## config.mk

```make
export PLATFORM = sky130hd
export DESIGN_NAME = ctrl_decode_stage_flat
export DESIGN_NICKNAME = d
export VERILOG_FILES = /design/src/rtl/ctrl_pkg.sv /design/src/rtl/ctrl_decode_stage_if.sv /design/src/rtl/insn_decode.sv /design/src/rtl/ctrl_decode_stage.sv /design/src/flat_wrapper.sv
export SDC_FILE = /design/constraint.sdc
export NUM_CORES = 1
export LEC_CHECK = 0
export CORE_MARGIN = 5
export CORE_UTILIZATION = 57
export CTS_BUF_LIST = sky130_fd_sc_hd__clkbuf_2
export CTS_CLUSTER_DIAMETER = 50
export CTS_CLUSTER_SIZE = 40
export DETAILED_ROUTE_END_ITERATION = 6
export PLACE_DENSITY = 0.89
export SYNTH_ARGS = -nofsm -noshare
export SYNTH_HDL_FRONTEND = slang
export SYNTH_HIERARCHICAL = 1
export SYNTH_SLANG_ARGS = --single-unit
```

## constraint.sdc

```tcl
create_clock -name clk -period 5.3 [get_ports clk]
set_input_delay 1.06 -clock clk [delete_from_list [all_inputs] [get_ports clk]]
set_output_delay 1.06 -clock clk [all_outputs]
set_load 0.1 [all_outputs]
```

## src/rtl/ctrl_pkg.sv

```systemverilog
// Shared constants and types for the control decode stage.
package ctrl_pkg;

    // Base RV32 major opcodes
    localparam logic [6:0] OPC_LUI    = 7'b0110111;
    localparam logic [6:0] OPC_AUIPC  = 7'b0010111;
    localparam logic [6:0] OPC_JAL    = 7'b1101111;
    localparam logic [6:0] OPC_JALR   = 7'b1100111;
    localparam logic [6:0] OPC_BRANCH = 7'b1100011;
    localparam logic [6:0] OPC_LOAD   = 7'b0000011;
    localparam logic [6:0] OPC_STORE  = 7'b0100011;
    localparam logic [6:0] OPC_OP_IMM = 7'b0010011;
    localparam logic [6:0] OPC_OP     = 7'b0110011;
    localparam logic [6:0] OPC_SYSTEM = 7'b1110011;
    localparam logic [6:0] OPC_FENCE  = 7'b0001111;

    // ALU function codes
    localparam logic [3:0] ALU_ADD      = 4'd0;
    localparam logic [3:0] ALU_SUB      = 4'd1;
    localparam logic [3:0] ALU_SLL      = 4'd2;
    localparam logic [3:0] ALU_SLT      = 4'd3;
    localparam logic [3:0] ALU_SLTU     = 4'd4;
    localparam logic [3:0] ALU_XOR      = 4'd5;
    localparam logic [3:0] ALU_SRL      = 4'd6;
    localparam logic [3:0] ALU_SRA      = 4'd7;
    localparam logic [3:0] ALU_OR       = 4'd8;
    localparam logic [3:0] ALU_AND      = 4'd9;
    localparam logic [3:0] ALU_ADD_JALR = 4'd10;

    // Writeback source select
    localparam logic [1:0] RD_ALU  = 2'd0;
    localparam logic [1:0] RD_LUI  = 2'd1;
    localparam logic [1:0] RD_LINK = 2'd2;
    localparam logic [1:0] RD_LOAD = 2'd3;

    // Memory access size / sign-extension codes
    localparam logic [2:0] SX_B  = 3'd0;
    localparam logic [2:0] SX_BU = 3'd1;
    localparam logic [2:0] SX_H  = 3'd2;
    localparam logic [2:0] SX_HU = 3'd3;
    localparam logic [2:0] SX_W  = 3'd4;

    // Crypto operation codes
    localparam logic [3:0] CR_NONE        = 4'd0;
    localparam logic [3:0] CR_SHA256_SUM0 = 4'd1;
    localparam logic [3:0] CR_SHA256_SUM1 = 4'd2;
    localparam logic [3:0] CR_SHA256_SIG0 = 4'd3;
    localparam logic [3:0] CR_SHA256_SIG1 = 4'd4;
    localparam logic [3:0] CR_AES32_ESI   = 4'd5;
    localparam logic [3:0] CR_AES32_ESMI  = 4'd6;
    localparam logic [3:0] CR_AES32_DSI   = 4'd7;
    localparam logic [3:0] CR_AES32_DSMI  = 4'd8;
    localparam logic [3:0] CR_SM4_ED      = 4'd9;
    localparam logic [3:0] CR_SM4_KS      = 4'd10;

    typedef enum logic [1:0] {
        ST_RUN         = 2'd0,
        ST_LOAD_BUBBLE = 2'd1,
        ST_CRYPTO_BUSY = 2'd2
    } stage_state_e;

    // Control bundle without the XLEN-wide immediate
    typedef struct packed {
        logic [4:0] rs1;
        logic [4:0] rs2;
        logic [4:0] rd;
        logic [3:0] alu_func;
        logic       mux_a_sel;
        logic       mux_b_sel;
        logic       pc_add_sel;
        logic       pc_next_sel;
        logic       jal_sel;
        logic       reg_we;
        logic       mem_we;
        logic       load_o;
        logic [1:0] rd_sel;
        logic [2:0] sx_size;
        logic [3:0] crypto_op;
        logic [1:0] bs;
        logic       illegal;
    } ctrl_bundle_t;

    // Opcodes whose rs2 field is a real source register
    function automatic logic is_rsb(input logic [6:0] opc);
        return (opc == OPC_OP) || (opc == OPC_STORE) || (opc == OPC_BRANCH);
    endfunction

    // AES32/SM4 op from instruction[29:25]; CR_NONE when not a crypto pattern
    function automatic logic [3:0] aes_sm4_op(input logic [4:0] f5);
        case (f5)
            5'b10001: return CR_AES32_ESI;
            5'b10011: return CR_AES32_ESMI;
            5'b10101: return CR_AES32_DSI;
            5'b10111: return CR_AES32_DSMI;
            5'b11000: return CR_SM4_ED;
            5'b11010: return CR_SM4_KS;
            default:  return CR_NONE;
        endcase
    endfunction

endpackage

```

## src/rtl/ctrl_decode_stage_if.sv

```systemverilog
// Handshake and control-bundle signals between fetch, decode stage and execute.
interface ctrl_decode_stage_if #(parameter int XLEN = 32);
    logic            in_valid;
    logic            in_ready;
    logic [31:0]     instruction;
    logic            flush;
    logic            out_valid;
    logic            out_ready;
    logic [4:0]      rs1;
    logic [4:0]      rs2;
    logic [4:0]      rd;
    logic [XLEN-1:0] imm_val;
    logic [3:0]      alu_func;
    logic            mux_a_sel;
    logic            mux_b_sel;
    logic            pc_add_sel;
    logic            pc_next_sel;
    logic            jal_sel;
    logic            reg_we;
    logic            mem_we;
    logic            load_o;
    logic [1:0]      rd_sel;
    logic [2:0]      sx_size;
    logic [3:0]      crypto_op;
    logic [1:0]      bs;
    logic            illegal;

    // Decode stage side
    modport slave (
        input  in_valid, instruction, flush, out_ready,
        output in_ready, out_valid, rs1, rs2, rd, imm_val, alu_func,
               mux_a_sel, mux_b_sel, pc_add_sel, pc_next_sel, jal_sel,
               reg_we, mem_we, load_o, rd_sel, sx_size, crypto_op, bs, illegal
    );

    // Surrounding pipeline side
    modport master (
        output in_valid, instruction, flush, out_ready,
        input  in_ready, out_valid, rs1, rs2, rd, imm_val, alu_func,
               mux_a_sel, mux_b_sel, pc_add_sel, pc_next_sel, jal_sel,
               reg_we, mem_we, load_o, rd_sel, sx_size, crypto_op, bs, illegal
    );
endinterface

```

## src/rtl/insn_decode.sv

```systemverilog
// Purely combinational RV32 + Zknh/Zkne/Zksed instruction to control bundle mapping.
module insn_decode
    import ctrl_pkg::*;
#(
    parameter int XLEN    = 32,
    parameter bit EN_ZKNE = 1'b1,
    parameter bit EN_ZKNH = 1'b1
) (
    input  logic [31:0]     i_insn,
    output ctrl_bundle_t    o_ctrl,
    output logic [XLEN-1:0] o_imm
);

    logic [6:0]   w_opcode;
    logic [2:0]   w_funct3;
    logic [6:0]   w_funct7;
    logic [31:0]  w_imm_i;
    logic [31:0]  w_imm_s;
    logic [31:0]  w_imm_b;
    logic [31:0]  w_imm_u;
    logic [31:0]  w_imm_j;
    logic [31:0]  w_imm32;
    logic [3:0]   w_aes_op;
    logic         w_legal;
    ctrl_bundle_t w_ctrl;

    assign w_opcode = i_insn[6:0];
    assign w_funct3 = i_insn[14:12];
    assign w_funct7 = i_insn[31:25];
    assign w_aes_op = aes_sm4_op(i_insn[29:25]);

    assign w_imm_i = {{20{i_insn[31]}}, i_insn[31:20]};
    assign w_imm_s = {{20{i_insn[31]}}, i_insn[31:25], i_insn[11:7]};
    assign w_imm_b = {{19{i_insn[31]}}, i_insn[31], i_insn[7], i_insn[30:25], i_insn[11:8], 1'b0};
    assign w_imm_u = {i_insn[31:12], 12'b0};
    assign w_imm_j = {{11{i_insn[31]}}, i_insn[31], i_insn[19:12], i_insn[20], i_insn[30:21], 1'b0};

    // Opcode/funct decode; illegal encodings are scrubbed of all side effects at the end
    always_comb begin
        w_ctrl      = '0;
        w_imm32     = '0;
        w_legal     = 1'b0;
        w_ctrl.rs1  = i_insn[19:15];
        w_ctrl.rs2  = i_insn[24:20];
        w_ctrl.rd   = i_insn[11:7];
        w_ctrl.bs   = i_insn[31:30];
        case (w_opcode)
            OPC_LUI: begin
                w_legal          = 1'b1;
                w_ctrl.reg_we    = 1'b1;
                w_ctrl.mux_b_sel = 1'b1;
                w_ctrl.rd_sel    = RD_LUI;
                w_imm32          = w_imm_u;
            end
            OPC_AUIPC: begin
                w_legal          = 1'b1;
                w_ctrl.reg_we    = 1'b1;
                w_ctrl.mux_a_sel = 1'b1;
                w_ctrl.mux_b_sel = 1'b1;
                w_ctrl.alu_func  = ALU_ADD;
                w_ctrl.rd_sel    = RD_ALU;
                w_imm32          = w_imm_u;
            end
            OPC_JAL: begin
                w_legal           = 1'b1;
                w_ctrl.reg_we     = 1'b1;
                w_ctrl.mux_a_sel  = 1'b1;
                w_ctrl.mux_b_sel  = 1'b1;
                w_ctrl.pc_add_sel = 1'b1;
                w_ctrl.jal_sel    = 1'b1;
                w_ctrl.rd_sel     = RD_LINK;
                w_imm32           = w_imm_j;
            end
            OPC_JALR: begin
                w_legal            = (w_funct3 == 3'b000);
                w_ctrl.reg_we      = 1'b1;
                w_ctrl.mux_b_sel   = 1'b1;
                w_ctrl.pc_next_sel = 1'b1;
                w_ctrl.jal_sel     = 1'b1;
                w_ctrl.alu_func    = ALU_ADD_JALR;
                w_ctrl.rd_sel      = RD_LINK;
                w_imm32            = w_imm_i;
            end
            OPC_BRANCH: begin
                // Comparison is resolved downstream; the ALU code says which compare
                w_legal = 1'b1;
                w_imm32 = w_imm_b;
                case (w_funct3)
                    3'b000, 3'b001: w_ctrl.alu_func = ALU_SUB;
                    3'b100, 3'b101: w_ctrl.alu_func = ALU_SLT;
                    3'b110, 3'b111: w_ctrl.alu_func = ALU_SLTU;
                    default:        w_legal = 1'b0;
                endcase
            end
            OPC_LOAD: begin
                w_legal          = 1'b1;
                w_ctrl.reg_we    = 1'b1;
                w_ctrl.load_o    = 1'b1;
                w_ctrl.mux_b_sel = 1'b1;
                w_ctrl.rd_sel    = RD_LOAD;
                w_imm32          = w_imm_i;
                case (w_funct3)
                    3'b000:  w_ctrl.sx_size = SX_B;
                    3'b001:  w_ctrl.sx_size = SX_H;
                    3'b010:  w_ctrl.sx_size = SX_W;
                    3'b100:  w_ctrl.sx_size = SX_BU;
                    3'b101:  w_ctrl.sx_size = SX_HU;
                    default: w_legal = 1'b0;
                endcase
            end
            OPC_STORE: begin
                w_legal          = 1'b1;
                w_ctrl.mem_we    = 1'b1;
                w_ctrl.mux_b_sel = 1'b1;
                w_imm32          = w_imm_s;
                case (w_funct3)
                    3'b000:  w_ctrl.sx_size = SX_B;
                    3'b001:  w_ctrl.sx_size = SX_H;
                    3'b010:  w_ctrl.sx_size = SX_W;
                    default: w_legal = 1'b0;
                endcase
            end
            OPC_OP_IMM: begin
                w_legal          = 1'b1;
                w_ctrl.reg_we    = 1'b1;
                w_ctrl.mux_b_sel = 1'b1;
                w_imm32          = w_imm_i;
                case (w_funct3)
                    3'b000: w_ctrl.alu_func = ALU_ADD;
                    3'b010: w_ctrl.alu_func = ALU_SLT;
                    3'b011: w_ctrl.alu_func = ALU_SLTU;
                    3'b100: w_ctrl.alu_func = ALU_XOR;
                    3'b110: w_ctrl.alu_func = ALU_OR;
                    3'b111: w_ctrl.alu_func = ALU_AND;
                    3'b001: begin
                        if (w_funct7 == 7'b0000000) begin
                            w_ctrl.alu_func = ALU_SLL;
                        end else if (EN_ZKNH && w_funct7 == 7'b0001000 && i_insn[24:22] == 3'b000) begin
                            // SHA256 unary ops share the SLLI slot; rs2 field selects the op
                            w_ctrl.mux_b_sel = 1'b0;
                            case (i_insn[21:20])
                                2'd0: w_ctrl.crypto_op = CR_SHA256_SUM0;
                                2'd1: w_ctrl.crypto_op = CR_SHA256_SUM1;
                                2'd2: w_ctrl.crypto_op = CR_SHA256_SIG0;
                                2'd3: w_ctrl.crypto_op = CR_SHA256_SIG1;
                            endcase
                        end else begin
                            w_legal = 1'b0;
                        end
                    end
                    3'b101: begin
                        if (w_funct7 == 7'b0000000) begin
                            w_ctrl.alu_func = ALU_SRL;
                        end else if (w_funct7 == 7'b0100000) begin
                            w_ctrl.alu_func = ALU_SRA;
                        end else begin
                            w_legal = 1'b0;
                        end
                    end
                endcase
            end
            OPC_OP: begin
                w_legal       = 1'b1;
                w_ctrl.reg_we = 1'b1;
                if (w_funct7 == 7'b0000000) begin
                    case (w_funct3)
                        3'b000: w_ctrl.alu_func = ALU_ADD;
                        3'b001: w_ctrl.alu_func = ALU_SLL;
                        3'b010: w_ctrl.alu_func = ALU_SLT;
                        3'b011: w_ctrl.alu_func = ALU_SLTU;
                        3'b100: w_ctrl.alu_func = ALU_XOR;
                        3'b101: w_ctrl.alu_func = ALU_SRL;
                        3'b110: w_ctrl.alu_func = ALU_OR;
                        3'b111: w_ctrl.alu_func = ALU_AND;
                    endcase
                end else if (w_funct7 == 7'b0100000 && w_funct3 == 3'b000) begin
                    w_ctrl.alu_func = ALU_SUB;
                end else if (w_funct7 == 7'b0100000 && w_funct3 == 3'b101) begin
                    w_ctrl.alu_func = ALU_SRA;
                end else if (EN_ZKNE && w_funct3 == 3'b000 && w_aes_op != CR_NONE) begin
                    // bs in [31:30] rides along in the bundle for the crypto unit
                    w_ctrl.crypto_op = w_aes_op;
                end else begin
                    w_legal = 1'b0;
                end
            end
            OPC_SYSTEM, OPC_FENCE: begin
                w_legal = 1'b1;
            end
            default: begin
                w_legal = 1'b0;
            end
        endcase

        if (w_ctrl.crypto_op != CR_NONE) begin
            w_ctrl.reg_we = (w_ctrl.rd != 5'd0);
        end

        if (!w_legal) begin
            w_ctrl.reg_we    = 1'b0;
            w_ctrl.mem_we    = 1'b0;
            w_ctrl.load_o    = 1'b0;
            w_ctrl.crypto_op = CR_NONE;
        end
        w_ctrl.illegal = !w_legal;
    end

    assign o_ctrl = w_ctrl;
    assign o_imm  = XLEN'($signed(w_imm32));

endmodule

```

## src/rtl/ctrl_decode_stage.sv

```systemverilog
// Registered decode stage: valid/ready handshake, load-use bubble and crypto occupancy.
//
//   state          | meaning
//   ---------------+---------------------------------------------------------
//   ST_RUN         | normal flow, in_ready follows handshake and hazard check
//   ST_LOAD_BUBBLE | one dead cycle after a load left with a dependent behind it
//   ST_CRYPTO_BUSY | crypto unit occupied, counting down r_cnt
module ctrl_decode_stage
    import ctrl_pkg::*;
#(
    parameter int XLEN       = 32,
    parameter int CRYPTO_LAT = 2,
    parameter bit EN_ZKNE    = 1'b1,
    parameter bit EN_ZKNH    = 1'b1
) (
    input logic                clk,
    input logic                rst,
    ctrl_decode_stage_if.slave bus
);

    localparam int CNT_W = 4;

    ctrl_bundle_t    w_ctrl;
    logic [XLEN-1:0] w_imm;
    logic [4:0]      w_in_rs1;
    logic [4:0]      w_in_rs2;
    logic [6:0]      w_in_opc;
    logic            w_hazard;
    logic            w_in_ready;
    logic            w_take_in;
    logic            w_take_out;

    ctrl_bundle_t    r_ctrl;
    logic [XLEN-1:0] r_imm;
    logic            r_out_valid;
    stage_state_e    r_state;
    logic [CNT_W-1:0] r_cnt;

    insn_decode #(
        .XLEN    (XLEN),
        .EN_ZKNE (EN_ZKNE),
        .EN_ZKNH (EN_ZKNH)
    ) u_insn_decode (
        .i_insn (bus.instruction),
        .o_ctrl (w_ctrl),
        .o_imm  (w_imm)
    );

    assign w_in_rs1 = bus.instruction[19:15];
    assign w_in_rs2 = bus.instruction[24:20];
    assign w_in_opc = bus.instruction[6:0];

    // Load-use hazard against the bundle currently held in the output register
    assign w_hazard = r_out_valid && r_ctrl.load_o && (r_ctrl.rd != 5'd0) &&
                      ((w_in_rs1 == r_ctrl.rd) || (is_rsb(w_in_opc) && (w_in_rs2 == r_ctrl.rd)));

    // rst gates in_ready so nothing looks acceptable while reset is held
    assign w_in_ready = rst && (r_state == ST_RUN) && !bus.flush &&
                        (!r_out_valid || bus.out_ready) && !w_hazard;
    assign w_take_in  = bus.in_valid && w_in_ready;
    assign w_take_out = r_out_valid && bus.out_ready;

    // Stage FSM and crypto occupancy down-counter
    always_ff @(posedge clk or negedge rst) begin
        if (!rst) begin
            r_state <= ST_RUN;
            r_cnt   <= '0;
        end else if (bus.flush) begin
            r_state <= ST_RUN;
            r_cnt   <= '0;
        end else begin
            case (r_state)
                ST_RUN: begin
                    if (w_take_out && r_ctrl.load_o && w_hazard) begin
                        r_state <= ST_LOAD_BUBBLE;
                    end else if (w_take_out && (r_ctrl.crypto_op != CR_NONE) && (CRYPTO_LAT > 1)) begin
                        r_state <= ST_CRYPTO_BUSY;
                        r_cnt   <= CNT_W'(CRYPTO_LAT - 1);
                    end
                end
                ST_LOAD_BUBBLE: begin
                    r_state <= ST_RUN;
                end
                ST_CRYPTO_BUSY: begin
                    if (r_cnt <= CNT_W'(1)) begin
                        r_state <= ST_RUN;
                        r_cnt   <= '0;
                    end else begin
                        r_cnt <= r_cnt - CNT_W'(1);
                    end
                end
                default: begin
                    r_state <= ST_RUN;
                    r_cnt   <= '0;
                end
            endcase
        end
    end

    // Output bundle register; holds whenever nothing new is accepted
    always_ff @(posedge clk or negedge rst) begin
        if (!rst) begin
            r_out_valid <= 1'b0;
            r_ctrl      <= '0;
            r_imm       <= '0;
        end else if (bus.flush) begin
            r_out_valid <= 1'b0;
        end else if (w_take_in) begin
            r_out_valid <= 1'b1;
            r_ctrl      <= w_ctrl;
            r_imm       <= w_imm;
        end else if (w_take_out) begin
            r_out_valid <= 1'b0;
        end
    end

    assign bus.in_ready    = w_in_ready;
    assign bus.out_valid   = r_out_valid;
    assign bus.rs1         = r_ctrl.rs1;
    assign bus.rs2         = r_ctrl.rs2;
    assign bus.rd          = r_ctrl.rd;
    assign bus.imm_val     = r_imm;
    assign bus.alu_func    = r_ctrl.alu_func;
    assign bus.mux_a_sel   = r_ctrl.mux_a_sel;
    assign bus.mux_b_sel   = r_ctrl.mux_b_sel;
    assign bus.pc_add_sel  = r_ctrl.pc_add_sel;
    assign bus.pc_next_sel = r_ctrl.pc_next_sel;
    assign bus.jal_sel     = r_ctrl.jal_sel;
    assign bus.reg_we      = r_ctrl.reg_we;
    assign bus.mem_we      = r_ctrl.mem_we;
    assign bus.load_o      = r_ctrl.load_o;
    assign bus.rd_sel      = r_ctrl.rd_sel;
    assign bus.sx_size     = r_ctrl.sx_size;
    assign bus.crypto_op   = r_ctrl.crypto_op;
    assign bus.bs          = r_ctrl.bs;
    assign bus.illegal     = r_ctrl.illegal;

endmodule

```

## src/flat_wrapper.sv

```systemverilog
// flat-port wrapper written by rule: the top's interface ports become plain ports
module ctrl_decode_stage_flat import ctrl_pkg::*;
#(
    parameter int XLEN       = 32,
    parameter int CRYPTO_LAT = 2,
    parameter bit EN_ZKNE    = 1'b1,
    parameter bit EN_ZKNH    = 1'b1
)
  (clk, rst, bus_in_valid, bus_instruction, bus_flush, bus_out_ready, bus_in_ready, bus_out_valid, bus_rs1, bus_rs2, bus_rd, bus_imm_val, bus_alu_func, bus_mux_a_sel, bus_mux_b_sel, bus_pc_add_sel, bus_pc_next_sel, bus_jal_sel, bus_reg_we, bus_mem_we, bus_load_o, bus_rd_sel, bus_sx_size, bus_crypto_op, bus_bs, bus_illegal);
  ctrl_decode_stage_if #(.XLEN(XLEN)) bus_i ();
  input logic clk;
  input logic rst;
  input wire logic [$bits(bus_i.in_valid)-1:0] bus_in_valid;
  input wire logic [$bits(bus_i.instruction)-1:0] bus_instruction;
  input wire logic [$bits(bus_i.flush)-1:0] bus_flush;
  input wire logic [$bits(bus_i.out_ready)-1:0] bus_out_ready;
  output wire logic [$bits(bus_i.in_ready)-1:0] bus_in_ready;
  output wire logic [$bits(bus_i.out_valid)-1:0] bus_out_valid;
  output wire logic [$bits(bus_i.rs1)-1:0] bus_rs1;
  output wire logic [$bits(bus_i.rs2)-1:0] bus_rs2;
  output wire logic [$bits(bus_i.rd)-1:0] bus_rd;
  output wire logic [$bits(bus_i.imm_val)-1:0] bus_imm_val;
  output wire logic [$bits(bus_i.alu_func)-1:0] bus_alu_func;
  output wire logic [$bits(bus_i.mux_a_sel)-1:0] bus_mux_a_sel;
  output wire logic [$bits(bus_i.mux_b_sel)-1:0] bus_mux_b_sel;
  output wire logic [$bits(bus_i.pc_add_sel)-1:0] bus_pc_add_sel;
  output wire logic [$bits(bus_i.pc_next_sel)-1:0] bus_pc_next_sel;
  output wire logic [$bits(bus_i.jal_sel)-1:0] bus_jal_sel;
  output wire logic [$bits(bus_i.reg_we)-1:0] bus_reg_we;
  output wire logic [$bits(bus_i.mem_we)-1:0] bus_mem_we;
  output wire logic [$bits(bus_i.load_o)-1:0] bus_load_o;
  output wire logic [$bits(bus_i.rd_sel)-1:0] bus_rd_sel;
  output wire logic [$bits(bus_i.sx_size)-1:0] bus_sx_size;
  output wire logic [$bits(bus_i.crypto_op)-1:0] bus_crypto_op;
  output wire logic [$bits(bus_i.bs)-1:0] bus_bs;
  output wire logic [$bits(bus_i.illegal)-1:0] bus_illegal;
  assign bus_i.in_valid = bus_in_valid;
  assign bus_i.instruction = bus_instruction;
  assign bus_i.flush = bus_flush;
  assign bus_i.out_ready = bus_out_ready;
  assign bus_in_ready = bus_i.in_ready;
  assign bus_out_valid = bus_i.out_valid;
  assign bus_rs1 = bus_i.rs1;
  assign bus_rs2 = bus_i.rs2;
  assign bus_rd = bus_i.rd;
  assign bus_imm_val = bus_i.imm_val;
  assign bus_alu_func = bus_i.alu_func;
  assign bus_mux_a_sel = bus_i.mux_a_sel;
  assign bus_mux_b_sel = bus_i.mux_b_sel;
  assign bus_pc_add_sel = bus_i.pc_add_sel;
  assign bus_pc_next_sel = bus_i.pc_next_sel;
  assign bus_jal_sel = bus_i.jal_sel;
  assign bus_reg_we = bus_i.reg_we;
  assign bus_mem_we = bus_i.mem_we;
  assign bus_load_o = bus_i.load_o;
  assign bus_rd_sel = bus_i.rd_sel;
  assign bus_sx_size = bus_i.sx_size;
  assign bus_crypto_op = bus_i.crypto_op;
  assign bus_bs = bus_i.bs;
  assign bus_illegal = bus_i.illegal;
  ctrl_decode_stage #(.XLEN(XLEN), .CRYPTO_LAT(CRYPTO_LAT), .EN_ZKNE(EN_ZKNE), .EN_ZKNH(EN_ZKNH)) u_core (.clk(clk), .rst(rst), .bus(bus_i));
endmodule
```

==> metrics, run 1 <==
status=completed; largest net degree at the start of global routing=44; CTS tree=yes; reg2reg start=u_core/bus.rd[0]$_DFFE_PN0P_; unrepaired setup endpoints after global routing=false; Worst path top cell family by delay=simple AND/OR/NAND/NOR gates; setup repair bufs after CTS=0; Die X=slightly above 100 µm; vias in the first global route=between 3000 and 4000; Top Usage Layer GRT=met2; CTS Buffer Depth=2; drt first-iter violations=180; warnings from Yosys=6; critical path data required time=between 4 and 5 ns; synthesized area=roughly 5000 µm²; Cell Rows=34; hold slack=between 0.4 and 0.5 ns; Pint=approximately 0.00089 W; Final Max Slew Viols=0; post-layout net count=approximately 560; Yosys cell types=67; Seq pwr share=between 40% and 50%; post-layout min period=4.13 ns; critical path class=in -> out; Max FO, Critical Path=15; routing usage on met1=between 30% and 40%; Net Count, Synth=475; # diodes=0; Synth Register Bits=a little under 80; antenna-violating nets left=0; Critical Path Start=bus_instruction[2]; startpoint types=primary input; area of the core=~8600 µm²; drt drc=0; starting density of the core=around 58%; routing usage on met2=38.0%; register area share after synthesis=around 40%; FF-to-FF End=u_core/bus.imm_val[1]$_DFFE_PN0P_; dpl ws=1.26 ns; Worst Tran Pin Value=around 1 ns; period utilisation layout=78.0%; Worst Clk Skew=0.0408 ns; Buf/Inv on CP=2; Net Sw Frac=around 44%; Net Switching=approximately 0.00070 W; final worst setup slack=about 1.2 ns; final-report hold violation count=0; WL final=approximately 13000 µm; endpoints failing setup=0; cts hold-fix bufs=0; All-Layer GR Usage=roughly a quarter; layout cells sized above 1=20.6%; RePlAce Congestion=between 0.8 and 0.9; Leak=2.73 nW; routed via count=3706; CP endpoint kind=output pin; initial antenna violation count=0; Max VDD drop=between 100 and 150 µV; clock network power share=about a fifth; Clock Pin Slew Worst Setup and Hold Paths=~0.27 ns; met3 Usage GRT=3.38%; crit-path cells=clkdlybuf4s50_1 > nor3b_1 > nand4_1 > nor4_1 > o21a_2 > nor2_1 > buf_4; CTS sink count=between 70 and 80; DPL Wire Length=roughly 9600 µm; CP arrival=approximately 3.1 ns; FF-to-FF setup slack=~2.6 ns; PwrDens=266 nW/µm²; Worst R2R Path Depth=6; Syn-to-layout area delta=20.7%; Slew headroom=roughly a third; clock root cell=clkbuf_2; die height=about 100 µm; synthesized instance count=between 400 and 500; average size of a mapped cell=between 10 and 15 µm²; PortBufs=around 110; max cap viols=0; Avg WL per Cell=20.3 µm; I/O pin total=110; Max Freq=~240 MHz; Slowest cell on crit path=clkdlybuf4s50_1; 1st-pass router iterations=4; HP Class=in -> async; die area=roughly 11000 µm²; crit-path max cell delay=between 0.6 and 0.7 ns; Vias per Instance=5.90; GRT overflow=0; number of synthesized flops with an enable pin=0; # resized after CTS=0; TNS Setup=0 ns; htree depth=3; Combinational Power Share=slightly below 40%; global-route wire length before repair=between 15000 and 20000 µm; Primary FF master, synth=dfrtp_1; Num CTS Buffers=9; Async SR Flop Fraction=between 90% and 100%; worst skew pair latency=about 0.56 ns
[final cells by class]
class	count	area, µm²
fillers	639	2630
inverters	10	37.5
repair buffers	115	1130
clock buffers	9	45.0
flip-flops and latches	78	1950
well taps	108	135
multi-input cells	301	2610
clock inverters	7	56.3
[cell usage in the layout (no fill, tap or decap), drive strengths merged, types with 5 or more instances in the layout]
| cell | netlist | final |
|---|---|---|
| mux2 | 71 | 71 |
| clkbuf | 4 | 9 |
| nand4 | 5 | 5 |
| nor2b | 5 | 5 |
| a21oi | 9 | 9 |
| clkdlybuf4s50 | 0 | 107 |
| xnor2 | 8 | 8 |
| inv | 10 | 13 |
| and2 | 12 | 12 |
| nand3 | 7 | 7 |
| dfrtp | 78 | 78 |
| nor3 | 16 | 16 |
| nand2 | 22 | 22 |
| buf | 36 | 8 |
| xor2 | 5 | 5 |
| ha | 9 | 9 |
| o21ai | 14 | 14 |
| a22o | 5 | 5 |
| a21o | 21 | 21 |
| nor4 | 6 | 6 |
| nor2 | 23 | 23 |
[worst max-delay path by stage]
stage              endpoint  slack, ns  cells past startpoint
2_1_floorplan  bus_in_ready       1.29                      4
3_3_place_gp   bus_in_ready       1.27                      7
3_5_place_dp   bus_in_ready       1.26                      7
4_1_cts        bus_in_ready       1.20                      7
5_1_grt        bus_in_ready       1.03                      7
6_report       bus_in_ready       1.17                      7
[stage by stage]
step	util (%)	cells	area, µm²	total power [W]
2_1_floorplan	-	429	4950	0.00114
3_3_place_gp	68.3	612	5870	0.00129
6_report	69.5	628	5970	0.00159
4_1_cts	69.5	628	5970	0.00160
5_1_grt	69.5	628	5970	0.00165
3_5_place_dp	68.3	612	5870	0.00130
[Yosys cell counts (5+ instances only)]
cell     number  area [µm²]
dfrtp_1      78        1950
mux2_4       69        1040
nor2_1       23        86.3
nand2_1      22        82.6
a21o_1       21         158
buf_4        17         128
nor3_1       15        75.1
o21ai_0      13        65.1
and2_1       12        75.1
inv_1        10        37.5
a21oi_1       9        45.0
buf_2         9        45.0
ha_1          9         113
xnor2_1       8        70.1
buf_12        7         140
nand3_1       6        30.0
a22o_1        5        43.8
nand4_1       5        31.3
nor2b_1       5        31.3
nor4_1        5        31.3
xor2_1        5        43.8
[flip-flops by register name, summed over array words and instances (netlist names)]
name / flops
u_core/r_cnt: 4
u_core/bus.sx_size: 3
u_core/bus.rs1: 5
u_core/bus.pc_add_sel: 1
u_core/r_state: 2
u_core/bus.mem_we: 1
u_core/bus.out_valid: 1
u_core/bus.pc_next_sel: 1
u_core/bus.illegal: 1
u_core/bus.mux_b_sel: 1
u_core/bus.crypto_op: 4
u_core/bus.mux_a_sel: 1
u_core/bus.imm_val: 32
u_core/bus.alu_func: 4
u_core/bus.rd: 5
u_core/bus.load_o: 1
u_core/bus.reg_we: 1
u_core/bus.rd_sel: 2
u_core/bus.bs: 2
u_core/bus.jal_sel: 1
u_core/bus.rs2: 5
[per-layer routing]
layer	vias to the layer above	wire length [µm]
met4	0	121
li1	1714	-
met5	-	0
met3	12	667
met1	1845	5750
met2	135	6220
[power groups by stage]
| stage | Combinational (W) | Sequential (W) | Clock [W] |
|---|---|---|---|
| after floorplan | 0.000159 | 0.000979 | 0 |
| after global placement | 0.000606 | 0.000681 | 0 |
| after detailed placement | 0.000614 | 0.000685 | 0 |
| after CTS | 0.000615 | 0.000675 | 0.000308 |
| after global routing | 0.000636 | 0.000680 | 0.000330 |
| final | 0.000615 | 0.000675 | 0.000297 |
[cells by family after synthesis]
family | after synthesis | share of synthesized area (%)
AND/OR/NAND/NOR | 129 | 15.1
AO/OA/AOI/OAI | 78 | 11.3
flip-flops | 78 | 39.5
multiplexers | 72 | 21.6
buffers and inverters | 50 | 7.92
XOR/XNOR | 13 | 2.30
adder cells (fa/ha/maj) | 9 | 2.28
Note: power is estimated with default switching activity, not from simulation.
==> run 2, diff against run 1 <==
CORE_UTILIZATION = 48   (was 57)
PLACE_DENSITY = 0.8   (was 0.89)
clock period = 3.4 ns   (was 5.3 ns; I/O delays follow)
==> run 2 against run 1 <==
Worst hold slack got worse by 0.28 ns. Clock skew fell by 0.015 ns. Non-clock buffer count rose by 21. Critical endpoint unchanged.
==> metrics, run 2 (synthesis gave the netlist of run 1 again) <==
status=completed; Combinational Power Share=38.3% (-0.5 points); drt drc=0 (unchanged); Final Max Slew Viols=0 (unchanged); CTS Buffer Depth=2 (unchanged); Seq pwr share=41.7% (-0.8 points); CTS sink count=78 (unchanged); Syn-to-layout area delta=22.4%; CP endpoint kind=output pin; clock network power share=20.1% (+1.4 points); CP arrival=2.44 ns (-0.63 ns); max cap viols=0 (unchanged); vias in the first global route=3918 (+7.6%); Num CTS Buffers=9 (unchanged); Pint=0.00146 W (+64%); worst skew pair latency=0.54 ns (-0.02 ns); period utilisation layout=between 90% and 100%; PwrDens=417 nW/µm² (+57%); dpl ws=0.208 ns (-1.05 ns); Die X=112 µm (+8.1%); DPL Wire Length=10000 µm (+4.2%); drt first-iter violations=270 (+50%); Max FO, Critical Path=7 (-8); TNS Setup=0 ns (unchanged); GRT overflow=0 (unchanged); Slew headroom=35.3% (+2.4 points); setup repair bufs after CTS=0 (unchanged); Worst Tran Pin Value=0.967 ns (-0.0354 ns); post-layout min period=between 3 and 4 ns; startpoint types=primary input; Net Switching=0.00107 W (+53%); Vias per Instance=5.63 (-4.6%); post-layout net count=582 (+3.7%); commonest non-fill, non-tap cell in the layout=buf_4; die height=112 µm (+8.1%); antenna-violating nets left=0 (unchanged); area of the core=10200 µm² (+19%); layout cells sized above 1=34.9% (+14 points); I/O pin total=110 (unchanged); htree depth=3 (unchanged); largest net degree at the start of global routing=48 (+9.1%); WL final=13100 µm (+3.0%); final worst setup slack=0.275 ns (-0.890 ns); Max VDD drop=254 µV (+74%); Avg WL per Cell=19.4 µm (-4.5%); FF-to-FF setup slack=0.78 ns (-1.77 ns); Clock Pin Slew Worst Setup and Hold Paths=0.22 ns (-0.05 ns); All-Layer GR Usage=21.0% (-3.0 points); Cell Rows=37 (+8.8%); PortBufs=109 (unchanged); final-report hold violation count=0 (unchanged); global-route wire length before repair=21100 µm (+7.8%); starting density of the core=48.6% (-9.0 points); die area=12400 µm² (+17%); Net Sw Frac=42.3% (-1.7 points); Worst Clk Skew=0.0255 ns (-0.0153 ns); most frequent cells in the layout=buf_4, dfrtp_1, mux2_4, clkdlybuf4s50_1; Leak=2.96 nW (+8.4%); unrepaired setup endpoints after global routing=false; reg2reg start=u_core/bus.rd[0]$_DFFE_PN0P_; max FFs per register=32 (unchanged); FF-to-FF End=u_core/bus.imm_val[1]$_DFFE_PN0P_; initial antenna violation count=0 (unchanged); cts hold-fix bufs=0 (unchanged); RePlAce Congestion=0.893 (+2.9%); critical path data required time=2.72 ns (-1.52 ns); Max Freq=roughly 320 MHz; clock root cell=clkbuf_2; # diodes=0 (unchanged); 1st-pass router iterations=5 (+1); routed via count=3810 (+2.8%); Worst R2R Path Depth=6 (unchanged); CTS tree=yes; HP Class=in -> async; critical path class=in -> out; # resized after CTS=0 (unchanged); endpoints failing setup=0 (unchanged)
run 2: power groups by stage:
stage	Combinational [W]	Clock (W)	Sequential (W)
finish	0.000965	0.000506	0.00105
global route	0.000998	0.000558	0.00106
CTS	0.000968	0.000520	0.00105
detailed placement	0.000966	0	0.00107
global placement	0.000957	0	0.00106
floorplan	0.000248	0	0.00153
run 2: how the worst max path moves through the flow:
stage | slack, ns | from | end | cells after the start
after floorplan | 0.22 | u_core/bus.rd[0]$_DFFE_PN0P_ | bus_in_ready | 4
after global placement | 0.28 | bus_instruction[13] | u_core/bus.illegal$_DFFE_PN0P_ | 10
after detailed placement | 0.21 | bus_instruction[13] | u_core/bus.reg_we$_DFFE_PN0P_ | 9
after CTS | 0.32 | bus_instruction[3] | bus_in_ready | 7
after global routing | 0.14 | bus_instruction[3] | bus_in_ready | 7
final | 0.28 | bus_instruction[3] | bus_in_ready | 7
run 2: per-stage QoR:
stage	total power (W)	cells	util (%)	cell area (µm²)	hold slack (ns)
2_1_floorplan	0.00177	429	-	4950	0.384
3_3_place_gp	0.00202	661	58.4	5950	0.448
3_5_place_dp	0.00203	661	58.4	5950	0.454
4_1_cts	0.00254	677	59.4	6050	0.142
5_1_grt	0.00262	677	59.4	6050	0.155
6_report	0.00252	677	59.4	6050	0.152
run 2: metal layers:
| metal | wire length, µm | part of all wire [%] | track usage (%) |
|---|---|---|---|
| met5 | 0 | 0 | 0 |
| met4 | 377 | 2.9 | 8.11 |
| met3 | 697 | 5.3 | 4.24 |
| met2 | 6250 | 48 | 33.5 |
| met1 | 5820 | 44 | 28.1 |
run 2: cell type report:
| class | count | area (µm²) |
|---|---|---|
| Multi-Input combinational cell | 301 | 2610 |
| Sequential cell | 78 | 1950 |
| Inverter | 10 | 37.5 |
| Tap cell | 136 | 170 |
| Timing Repair Buffer | 136 | 1170 |
| Clock inverter | 4 | 47.5 |
| Clock buffer | 12 | 60.1 |
| Fill cell | 910 | 4130 |
run 2: critical path, stage by stage:
cell	delay, ns
clkdlybuf4s50_1	0.57
nor3b_1	0.27
nand4_1	0.17
nor4_1	0.27
o21a_2	0.23
nor2_2	0.08
buf_12	0.17
==> run 3, diff against run 2 <==
CTS_CLUSTER_DIAMETER = not set   (was 50)
==> results of run 3 <==
Same layout as run 2: the final DEF is identical, and so are final timing and power.
